`src/rtl/mmu_pkg.sv`:
```
// Shared MMU definitions: PTE bit positions, A/D-update response codes,
// the A/D update unit state encoding and the A/D merge helper.
package mmu_pkg;

  // Leaf PTE flag bit positions (RISC-V Sv39/Sv48 layout).
  localparam int unsigned PTE_V = 0;
  localparam int unsigned PTE_R = 1;
  localparam int unsigned PTE_W = 2;
  localparam int unsigned PTE_X = 3;
  localparam int unsigned PTE_U = 4;
  localparam int unsigned PTE_G = 5;
  localparam int unsigned PTE_A = 6;
  localparam int unsigned PTE_D = 7;

  // Widest PTE the merge helper handles.
  localparam int unsigned PTE_MERGE_W = 64;

  // Outcome reported back to the walker FSM.
  typedef enum logic [1:0] {
    RESP_UPDATED   = 2'b00,
    RESP_NO_UPDATE = 2'b01,
    RESP_RETRY     = 2'b10,
    RESP_BUS_ERR   = 2'b11
  } resp_status_e;

  // A/D update unit sequencing.
  typedef enum logic [2:0] {
    ST_IDLE,
    ST_RD_REQ,
    ST_RD_WAIT,
    ST_WR_REQ,
    ST_WR_WAIT,
    ST_DONE
  } ad_state_e;

  // Sets A always and D for stores; every other bit passes through.
  function automatic logic [PTE_MERGE_W-1:0] pte_ad_merge(
    input logic [PTE_MERGE_W-1:0] pte,
    input logic                   store
  );
    logic [PTE_MERGE_W-1:0] merged;
    merged        = pte;
    merged[PTE_A] = 1'b1;
    if (store) merged[PTE_D] = 1'b1;
    return merged;
  endfunction

endpackage

```
`src/rtl/pte_ad_update_unit.sv`:
```
// Accessed/Dirty write-back unit for the page-table walker. Re-reads the leaf
// PTE to make sure nobody changed it since the walk, then writes the merged
// A/D value. Requests that need no change complete without memory traffic.
// XLEN must lie in 8..64 so the A/D bits exist and fit the merge helper.
module pte_ad_update_unit
  import mmu_pkg::*;
#(
  parameter int XLEN    = 64,
  parameter int PADDR_W = 56
) (
  input  logic               clk,
  input  logic               reset,
  input  logic               req_valid,
  output logic               req_ready,
  input  logic [PADDR_W-1:0] req_pte_addr,
  input  logic [XLEN-1:0]    req_pte,
  input  logic               req_store,
  output logic               resp_valid,
  output logic [1:0]         resp_status,
  output logic [XLEN-1:0]    resp_pte,
  output logic               mem_req_valid,
  input  logic               mem_req_ready,
  output logic               mem_req_rw,
  output logic [PADDR_W-1:0] mem_req_addr,
  output logic [XLEN-1:0]    mem_req_wdata,
  input  logic               mem_resp_valid,
  input  logic [XLEN-1:0]    mem_resp_rdata,
  input  logic               mem_resp_err
);

  ad_state_e        state;
  logic [XLEN-1:0]  pte_q;      // PTE as walked
  logic [XLEN-1:0]  new_pte_q;  // PTE with A/D merged in
  logic [XLEN-1:0]  new_pte;

  // Merge evaluated on the incoming request so the no-update case is decided at acceptance.
  assign new_pte = XLEN'(pte_ad_merge(PTE_MERGE_W'(req_pte), req_store));

  // Sequencer with all outputs registered; memory request fields are loaded once
  // on entry to a request state and held until the handshake.
  always_ff @(posedge clk or posedge reset) begin
    if (reset) begin
      // NOTE: every register, including the latched PTE copies, is cleared so a
      // reset mid-transaction cannot leak stale data into the next request.
      state         <= ST_IDLE;
      req_ready     <= 1'b1;
      resp_valid    <= 1'b0;
      resp_status   <= RESP_UPDATED;
      resp_pte      <= '0;
      mem_req_valid <= 1'b0;
      mem_req_rw    <= 1'b0;
      mem_req_addr  <= '0;
      mem_req_wdata <= '0;
      pte_q         <= '0;
      new_pte_q     <= '0;
    end else begin
      // NOTE: non-blocking assignments everywhere here, so each branch reads the
      // pre-edge register values regardless of statement order.
      case (state)
        ST_IDLE: begin
          if (req_valid) begin
            pte_q     <= req_pte;
            new_pte_q <= new_pte;
            req_ready <= 1'b0;
            if (new_pte == req_pte) begin
              state       <= ST_DONE;
              resp_valid  <= 1'b1;
              resp_status <= RESP_NO_UPDATE;
              resp_pte    <= req_pte;
            end else begin
              state         <= ST_RD_REQ;
              mem_req_valid <= 1'b1;
              mem_req_rw    <= 1'b0;
              mem_req_addr  <= req_pte_addr;
            end
          end
        end

        // Responses arriving here are not ours; only the ready is observed.
        ST_RD_REQ: begin
          if (mem_req_ready) begin
            state         <= ST_RD_WAIT;
            mem_req_valid <= 1'b0;
          end
        end

        ST_RD_WAIT: begin
          if (mem_resp_valid) begin
            if (mem_resp_err) begin
              state       <= ST_DONE;
              resp_valid  <= 1'b1;
              resp_status <= RESP_BUS_ERR;
              resp_pte    <= pte_q;
            end else if (mem_resp_rdata != pte_q) begin
              // PTE changed under us: hand the fresh value back for a re-walk.
              state       <= ST_DONE;
              resp_valid  <= 1'b1;
              resp_status <= RESP_RETRY;
              resp_pte    <= mem_resp_rdata;
            end else begin
              state         <= ST_WR_REQ;
              mem_req_valid <= 1'b1;
              mem_req_rw    <= 1'b1;
              mem_req_wdata <= new_pte_q;
            end
          end
        end

        ST_WR_REQ: begin
          if (mem_req_ready) begin
            state         <= ST_WR_WAIT;
            mem_req_valid <= 1'b0;
          end
        end

        ST_WR_WAIT: begin
          if (mem_resp_valid) begin
            state      <= ST_DONE;
            resp_valid <= 1'b1;
            if (mem_resp_err) begin
              resp_status <= RESP_BUS_ERR;
              resp_pte    <= pte_q;
            end else begin
              resp_status <= RESP_UPDATED;
              resp_pte    <= new_pte_q;
            end
          end
        end

        ST_DONE: begin
          state      <= ST_IDLE;
          resp_valid <= 1'b0;
          req_ready  <= 1'b1;
        end

        default: begin
          state         <= ST_IDLE;
          resp_valid    <= 1'b0;
          req_ready     <= 1'b1;
          mem_req_valid <= 1'b0;
        end
      endcase
    end
  end

endmodule
```
`config.mk`:
```
export PLATFORM = sky130hd
export DESIGN_NAME = pte_ad_update_unit
export DESIGN_NICKNAME = d
export VERILOG_FILES = /design/src/rtl/mmu_pkg.sv /design/src/rtl/pte_ad_update_unit.sv
export SDC_FILE = /design/constraint.sdc
export NUM_CORES = 1
export LEC_CHECK = 0
export BUFFER_PORTS_ARGS = -buffer_cell sky130_fd_sc_hd__buf_2
export CAP_MARGIN = 0
export CELL_PAD_IN_SITES_DETAIL_PLACEMENT = 0
export CELL_PAD_IN_SITES_GLOBAL_PLACEMENT = 1
export CORE_MARGIN = 2
export CORE_UTILIZATION = 40
export DETAILED_ROUTE_END_ITERATION = 6
export PLACE_DENSITY_LB_ADDON = 0.2
export SLEW_MARGIN = 10
export SYNTH_ARGS = -nofsm -noshare
export SYNTH_HDL_FRONTEND = slang
export SYNTH_SLANG_ARGS = --single-unit
```
`constraint.sdc`:
```
create_clock -name clk -period 10.8 [get_ports clk]
set_input_delay 2.16 -clock clk [delete_from_list [all_inputs] [get_ports clk]]
set_output_delay 2.16 -clock clk [all_outputs]
set_load 0.02 [all_outputs]
```
# Word-level counts from Yosys, hierarchy flattened
# Cells that the tools add are included.
# totals
ff_bits	321
in_bits	191
out_inout_bits	190
# op_classes
n_eq_ne	18
n_mux	45
n_bitwise	6
n_reduce_logical	15
# ops
cell	n
64-bit 2-to-1 mux	7
64-bit one-hot mux with 3 select lines	1
64-bit != test	1
3-bit 2-to-1 mux	8
2-bit != test, second input constant	9
6-bit AND reduction	3
1-bit 2-to-1 mux	16
3-bit one-hot mux with 5 select lines	1
2-bit 2-to-1 mux	7
1-bit one-hot mux with 4 select lines	2
7-bit AND reduction	1
3-bit by 2-bit equality test with 1-bit output, second input constant	2
3-bit equality test, second input constant	2
1-bit inverter	6
2-bit one-hot mux with 3 select lines	1
5-bit AND reduction	1
1-bit one-hot mux with 2 select lines	2
2-bit AND reduction	2
4-bit AND reduction	1
2-bit OR reduction	2
4-bit OR reduction	1
3-bit by 1-bit equality test with 1-bit output, second input constant	1
3-bit zero test	1
3-bit != test, second input constant	1
5 further kinds	5

# Logic depth before layout (Yosys ltp)
# Gate-level depths: netlist (run 1).
# depth
word_depth	5
ltp_mapped	9

# Worst setup path before layout (run 1)
# OpenSTA, ideal clock, no wires.
# synth_path
path_kind	input to register
from	in mem_resp_rdata[22]
to	reg mem_req_wdata[0]
setup_ns	0.128
arrival_ns	3.878
t_required_ns	10.672
slack_ns	6.795
cell_stages	8
cell_sequence	xor2_1 > nor4_1 > nand4_1 > nor4_4 > nand2_1 > buf_4 > buf_6 > mux2_1
# synth_between
elab_chain_cells	3
# synth_rtl
item	line_no	source
start: declaration	pte_ad_update_unit.sv:27	input logic [XLEN-1:0] mem_resp_rdata,
64-bit != test	pte_ad_update_unit.sv:94	end else if (mem_resp_rdata != pte_q) begin
1-bit inverter (no line)	-	
4-bit AND reduction (no line)	-	
end signal: assignment	pte_ad_update_unit.sv:104	mem_req_wdata <= new_pte_q;
end: declaration	pte_ad_update_unit.sv:25	output logic [XLEN-1:0] mem_req_wdata,
# No other way between the ends.
# A chain may end at the register's enable or synchronous reset.

# Final worst setup path (run 1)
# layout_path
from	in mem_resp_rdata[54]
to	reg mem_req_wdata[34]
# The elaborated chain is that of the path after synthesis.

==> results of run 1 <==
==> through the flow <==
| stage | instances | instance area, sq um | util (%) | hold slack (ps) | setup slack (ps) |
|---|---|---|---|---|---|
| floorplan | 841 | 11450 | - | 451.1 | 1515 |
| global placement | 1557 | 13690 | 48.86 | 456.9 | 5108 |
| detailed placement | 1557 | 13690 | 48.86 | 460.8 | 5131 |
| CTS | 1608 | 14670 | 52.37 | 475.8 | 5694 |
| global route | 1610 | 14670 | 52.38 | 485.2 | 5645 |
| finish | 1611 | 14680 | 52.39 | 474.3 | 5892 |
==> cell type report <==
class	instances	area (sq um)	share of cell area (%)
Clock buffer	43	888.4	6.053
Antenna cell	3	7.507	0.05116
Inverter	70	270.3	1.842
Clock inverter	8	92.59	0.6309
Multi-Input combinational cell	460	4472	30.47
Timing Repair Buffer	390	1989	13.56
Tap cell	378	473.0	3.223
Sequential cell	259	6482	44.17
==> worst paths after layout <==
kind	to	cells past startpoint
max	mem_req_wdata[34]$_DFFE_PP0P_	7
min	resp_valid$_DFFE_PP0P_	1
max reg2reg	mem_req_wdata[34]$_DFFE_PP0P_	6
min reg2reg	resp_valid$_DFFE_PP0P_	1
max in group asynchronous	resp_pte[14]$_DFFE_PP0P_	3
min in group asynchronous	resp_pte[52]$_DFFE_PP0P_	2
==> worst max-delay path, stage by stage <==
cell and delay, ps:
buf_2 110, xor2_1 160, nor4_1 640, nand4_1 270, nor4_4 670, nand2_4 730
mux2_2 520
==> power by group through the flow <==
stage / Clock (mW) / Sequential [mW] / Combinational [mW]
after global routing: 1.08 / 1.68 / 1.75
after floorplan: 0 / 1.89 / 0.793
final: 1.01 / 1.62 / 1.63
after global placement: 0 / 1.63 / 1.63
after detailed placement: 0 / 1.63 / 1.64
after CTS: 1.03 / 1.62 / 1.65
==> registers in the layout, indices dropped and copies added, names as in the netlist <==
name and count:
pte_q 64, req_ready 1, resp_status 2, new_pte_q 2, mem_req_valid 1, mem_req_wdata 64
mem_req_rw 1, mem_req_addr 56, state 3, resp_valid 1, resp_pte 64
==> metal layers <==
| layer | up-vias | wire length, um | GRT usage [%] |
|---|---|---|---|
| met4 | 2 | 905 | 6.709 |
| met2 | 355 | 15670 | 34.87 |
| met3 | 50 | 2680 | 5.439 |
| li1 | 3806 | - | - |
| met5 | - | 13 | 0 |
| met1 | 4150 | 14740 | 30.77 |
==> cell usage in the layout, fill, tap and decap left out, types with 3 or more instances in the layout <==
| cell type | n |
|---|---|
| a21oi_1 | 4 |
| a222oi_1 | 64 |
| buf_2 | 380 |
| buf_4 | 9 |
| clkbuf_1 | 3 |
| clkbuf_16 | 29 |
| clkbuf_8 | 11 |
| clkinv_2 | 5 |
| dfrtp_1 | 258 |
| diode_2 | 3 |
| inv_1 | 69 |
| mux2_1 | 5 |
| mux2_2 | 181 |
| mux2i_1 | 65 |
| nand2_1 | 9 |
| nand2b_1 | 4 |
| nand3_1 | 4 |
| nand4_1 | 4 |
| nor2_1 | 6 |
| nor4_1 | 17 |
| o21ai_0 | 7 |
| xor2_1 | 65 |
==> cells by family (layout without fill, tap and decap cells) <==
group / Yosys count / in the layout / synth area share [%]
compound gates: 89 / 89 / 6.980
xor+xnor: 65 / 65 / 4.971
buf+inv: 122 / 511 / 4.730
flops: 259 / 259 / 56.60
mux: 251 / 251 / 23.97
other cells: 0 / 3 / 0
simple gates: 55 / 55 / 2.753
==> results.py, run 1 <==
metrics = {
    "yosys": {
        "synth_edf_count": 0,
        "synth_most_common_cell": "dfrtp_1",
        "synth_top_area_share_pct": 56.37,
        "synth_area_sq_um": 11450,
        "yosysSeqAreaShare_pct": 56.60,
        "synth_top_flop_cell": "dfrtp_1",
        "synth.distinct_cells": 37,
        "synth_area_leaders": "dfrtp_1, mux2_2, mux2i_1, a222oi_1, xor2_1",
        "avgSynthCellArea_sq_um": 13.62,
        "synthCells": 841,
        "async_reset_ff_share_pct": 100.0,
        "ys_warn_count": 0,
        "synth_seq_cells": 259,
        "synth_top_cell_by_area": "dfrtp_1",
        "synth_fp_nets": 1032,
        "synth_common_cells": "dfrtp_1, mux2_2, inv_1",
    },
    "power_and_ir_drop": {
        "power.internal_mw": 2.629,
        "report.power.total_mw": 4.259,
        "netSwitchingPower_mw": 1.630,
        "leakage_nw": 7.427,
        "pwr-share-seq_pct": 38.1,
        "pwr-share-clk_pct": 23.7,
        "p_sw_share_pct": 38.27,
        "ir_drop_mv": 0.1388,
        "pwr-share-comb_pct": 38.2,
        "p_per_area_nw_per_um2": 290.2,
    },
    "grt": {
        "gr-total-overflow": 0,
        "antenna_found_initial": 4,
        "grt_pass1_vias": 8548,
        "track_usage_pct": 22.28,
        "grt_max_degree": 144,
        "grt_pass1_wl_um": 52060,
    },
    "floorplanning": {
        "core_area_sq_um": 28010,
        "initial_core_util_pct": 40.89,
        "boundaryPins": 381,
        "fp-row-count": 61,
        "die_h_um": 173.2,
        "die_x_um": 173.2,
        "dieArea_sq_um": 30000,
    },
    "timing": {
        "relSlewSlack_pct": 22.57,
        "maxSlewViolCount": 0,
        "tns_ps": 0,
        "rsz0062_at_grt": "false",
        "max_slew.worst_pin.slew_ps": 1159,
        "finalSetupViolations": 0,
        "final_hold_viol_count": 0,
        "skew_ps": 9.032,
        "fmax_mhz": 203.8,
        "fin_crit_sh_pct": 45.44,
        "fin_crit_ps": 4908,
    },
    "critical_path": {
        "start_kind": "primary input",
        "worst-path-max-fanout": 65,
        "worstPathRequired_ps": 11220,
        "crit-reg2reg-launch": "pte_q[54]$_DFFE_PP0P_",
        "worstSetupPathType": "primary input to register",
        "arrival_ps": 5330,
        "r2r_setup_slack_ps": 7180,
        "end_kind": "register",
        "cp-startpoint": "mem_resp_rdata[54]",
    },
    "cells_and_area": {
        "fill_cells": 2545,
        "areaGrowthSynthToFinish_pct": 28.13,
        "drive_gt1_share_pct": 51.22,
        "nets": 1401,
    },
    "detailed_routing": {
        "dr.pass1.iters": 6,
        "drt_wl_total_um": 34010,
        "wire_per_inst_um": 21.11,
        "vias": 8363,
        "drc": 0,
        "final_antenna_net_count": 0,
        "drt_iter0_markers": 923,
        "vias_per_cell": 5.191,
    },
    "placed_design": {
        "hpwlAfterDp_um": 23270,
        "gp_congestion": 0.7760,
        "port_buffers": 380,
    },
    "clock_tree": {
        "cts.sinks": 259,
        "hold_buffers": 0,
        "path_clk_slew_ps": 60,
        "root_buffer": "clkbuf_16",
        "h-tree-depth": 1,
        "worstSkewPairLatency_ps": 540,
        "numCtsBuffers": 29,
        "cts_resized": 0,
        "clk_path_buf_depth": 3,
        "cts_tree": "yes",
        "post_cts_buffers": 0,
    },
    "min_path": {
        "min-delay-path-class": "register to register",
        "hp-start": "resp_valid$_DFFE_PP0P_",
    },
    "outcome": {
        "outcome": "completed",
    },
    "run": {
        "maxCapViolations": 0,
    },
}
Power figures use the tool's default switching activity.
==> run 2: changes to the inputs <==
- CORE_UTILIZATION: 40 -> 36
- clock period: 10.8 -> 4.5 ns (I/O delays scaled with it)
==> results.py, run 2 (synthesis gave the netlist of run 1 again) <==
metrics = {
    "outcome": {
        "outcome": "completed",
    },
    "detailed_routing": {
        "drt_wl_total_um": 34570,
        "drt_iter0_markers": 687,
        "dr.pass1.iters": 7,
        "final_antenna_net_count": 0,
        "drc": 0,
        "wire_per_inst_um": 21.03,
        "vias": 8405,
        "vias_per_cell": 5.113,
    },
    "clock_tree": {
        "hold_buffers": 0,
        "cts_tree": "yes",
        "worstSkewPairLatency_ps": 540,
        "clk_path_buf_depth": 3,
        "root_buffer": "clkbuf_16",
        "post_cts_buffers": 0,
        "path_clk_slew_ps": 60,
        "numCtsBuffers": 29,
        "cts_resized": 0,
        "cts.sinks": 259,
        "h-tree-depth": 1,
    },
    "floorplanning": {
        "core_area_sq_um": 31470,
        "fp-row-count": 65,
        "die_x_um": 182.4,
        "boundaryPins": 381,
        "initial_core_util_pct": 36.39,
        "dieArea_sq_um": 33260,
        "die_h_um": 182.4,
    },
    "run": {
        "maxCapViolations": 0,
    },
    "grt": {
        "antenna_found_initial": 9,
        "grt_pass1_vias": 8417,
        "grt_pass1_wl_um": 51870,
        "gr-total-overflow": 0,
        "grt_max_degree": 130,
        "track_usage_pct": 20.32,
    },
    "timing": {
        "maxSlewViolCount": 0,
        "skew_ps": 10.39,
        "final_hold_viol_count": 0,
        "fmax_mhz": 301.1,
        "final.setup.worst_slack_ps": 1179,
        "rsz0062_at_grt": "false",
        "relSlewSlack_pct": 35.47,
        "fin_crit_sh_pct": 73.80,
        "tns_ps": 0,
        "fin_crit_ps": 3321,
        "finalSetupViolations": 0,
        "holdWs_ps": 292.2,
        "max_slew.worst_pin.slew_ps": 967.9,
    },
    "cells_and_area": {
        "fill_cells": 2996,
        "final_common_cell": "buf_2",
        "areaGrowthSynthToFinish_pct": 28.58,
        "top_regs": "mem_req_wdata: 64 flops, pte_q: 64 flops, resp_pte: 64 flops",
        "final_cell_mix": "buf_2, dfrtp_1, mux2_2, inv_1",
        "nets": 1405,
        "drive_gt1_share_pct": 51.13,
    },
    "critical_path": {
        "worstPathRequired_ps": 4890,
        "arrival_ps": 3710,
        "end_kind": "register",
        "worstSetupPathType": "primary input to register",
        "start_kind": "primary input",
        "worst-path-max-fanout": 54,
    },
    "power_and_ir_drop": {
        "report.power.total_mw": 10.14,
        "ir_drop_mv": 0.3153,
        "p_per_area_nw_per_um2": 688.6,
        "power.internal_mw": 6.236,
        "p_sw_share_pct": 38.51,
        "pwr-share-seq_pct": 38.5,
        "pwr-share-clk_pct": 22.8,
        "netSwitchingPower_mw": 3.905,
        "pwr-share-comb_pct": 38.7,
        "leakage_nw": 7.423,
    },
    "placed_design": {
        "gp_congestion": 0.7847,
        "port_buffers": 380,
        "pre_cts_slack_ps": 640.6,
        "hpwlAfterDp_um": 24050,
    },
    "min_path": {
        "min-delay-path-class": "primary input to async pin",
    },
}
run 2: cell types whose count changed in the layout (fill, tap and decap cells not counted):
cell | previous run | this run
clkinv_2 | 5 | 4
clkinvlp_4 | 1 | 2
clkbuf_8 | 11 | 9
clkbuf_1 | 3 | 6
buf_12 | 1 | 3
inv_8 | 1 | 0
diode_2 | 3 | 8
bufinv_16 | 2 | 1
buf_4 | 9 | 11
inv_6 | 0 | 1
run 2: through the flow:
stage / utilization (%) / instance area, sq um / instances
floorplan: - / 11460 / 841
global placement: 43.74 / 13770 / 1585
detailed placement: 43.74 / 13770 / 1585
CTS: 46.73 / 14710 / 1636
global route: 46.75 / 14710 / 1639
finish: 46.79 / 14730 / 1644
run 2: worst max-delay path: stages:
cell	delay [ps]
buf_2	120
xor2_1	150
nor4_1	560
buf_4	220
nand4_1	190
nor4_4	660
a21oi_4	290
buf_12	260
mux2i_1	200
run 2: metal layers:
layer | wire length, um | GRT usage [%] | vias up
met2 | 16080 | 32.41 | 317
met5 | 7 | 0 | -
met4 | 503 | 4.129 | 2
li1 | - | - | 3832
met3 | 2872 | 4.909 | 40
met1 | 15110 | 28.30 | 4214
run 2: final cells by class:
cell class / instances / area (sq um) / area share (%)
Antenna cell: 8 / 20.02 / 0.1359
Clock buffer: 44 / 872.1 / 5.922
Clock inverter: 7 / 66.31 / 0.4503
Inverter: 70 / 266.5 / 1.810
Multi-Input combinational cell: 460 / 4472 / 30.37
Sequential cell: 259 / 6482 / 44.02
Tap cell: 402 / 503.0 / 3.415
Timing Repair Buffer: 394 / 2044 / 13.88
run 2: final timing paths:
kind	startpoint	to	slack, ps	cells after the start
min reg2reg	req_ready$_DFFE_PP1P_	req_ready$_DFFE_PP1P_	480	2
max	mem_resp_rdata[8]	resp_pte[62]$_DFFE_PP0P_	1180	9
max reg2reg	pte_q[8]$_DFFE_PP0P_	resp_pte[62]$_DFFE_PP0P_	1220	8
max in group asynchronous	reset	resp_pte[15]$_DFFE_PP0P_	3190	3
min	reset	mem_req_wdata[60]$_DFFE_PP0P_	290	2
min in group clk	req_ready$_DFFE_PP1P_	req_ready$_DFFE_PP1P_	480	2
run 2: power groups by stage:
stage                     logic [mW]  clock network (mW)  registers [mW]
final                           3.92                2.32            3.90
after floorplan                 1.90                   0            4.53
after global placement          3.94                   0            3.91
after detailed placement        3.98                   0            3.93
after global routing            4.23                2.50            4.04
after CTS                       3.99                2.39            3.90
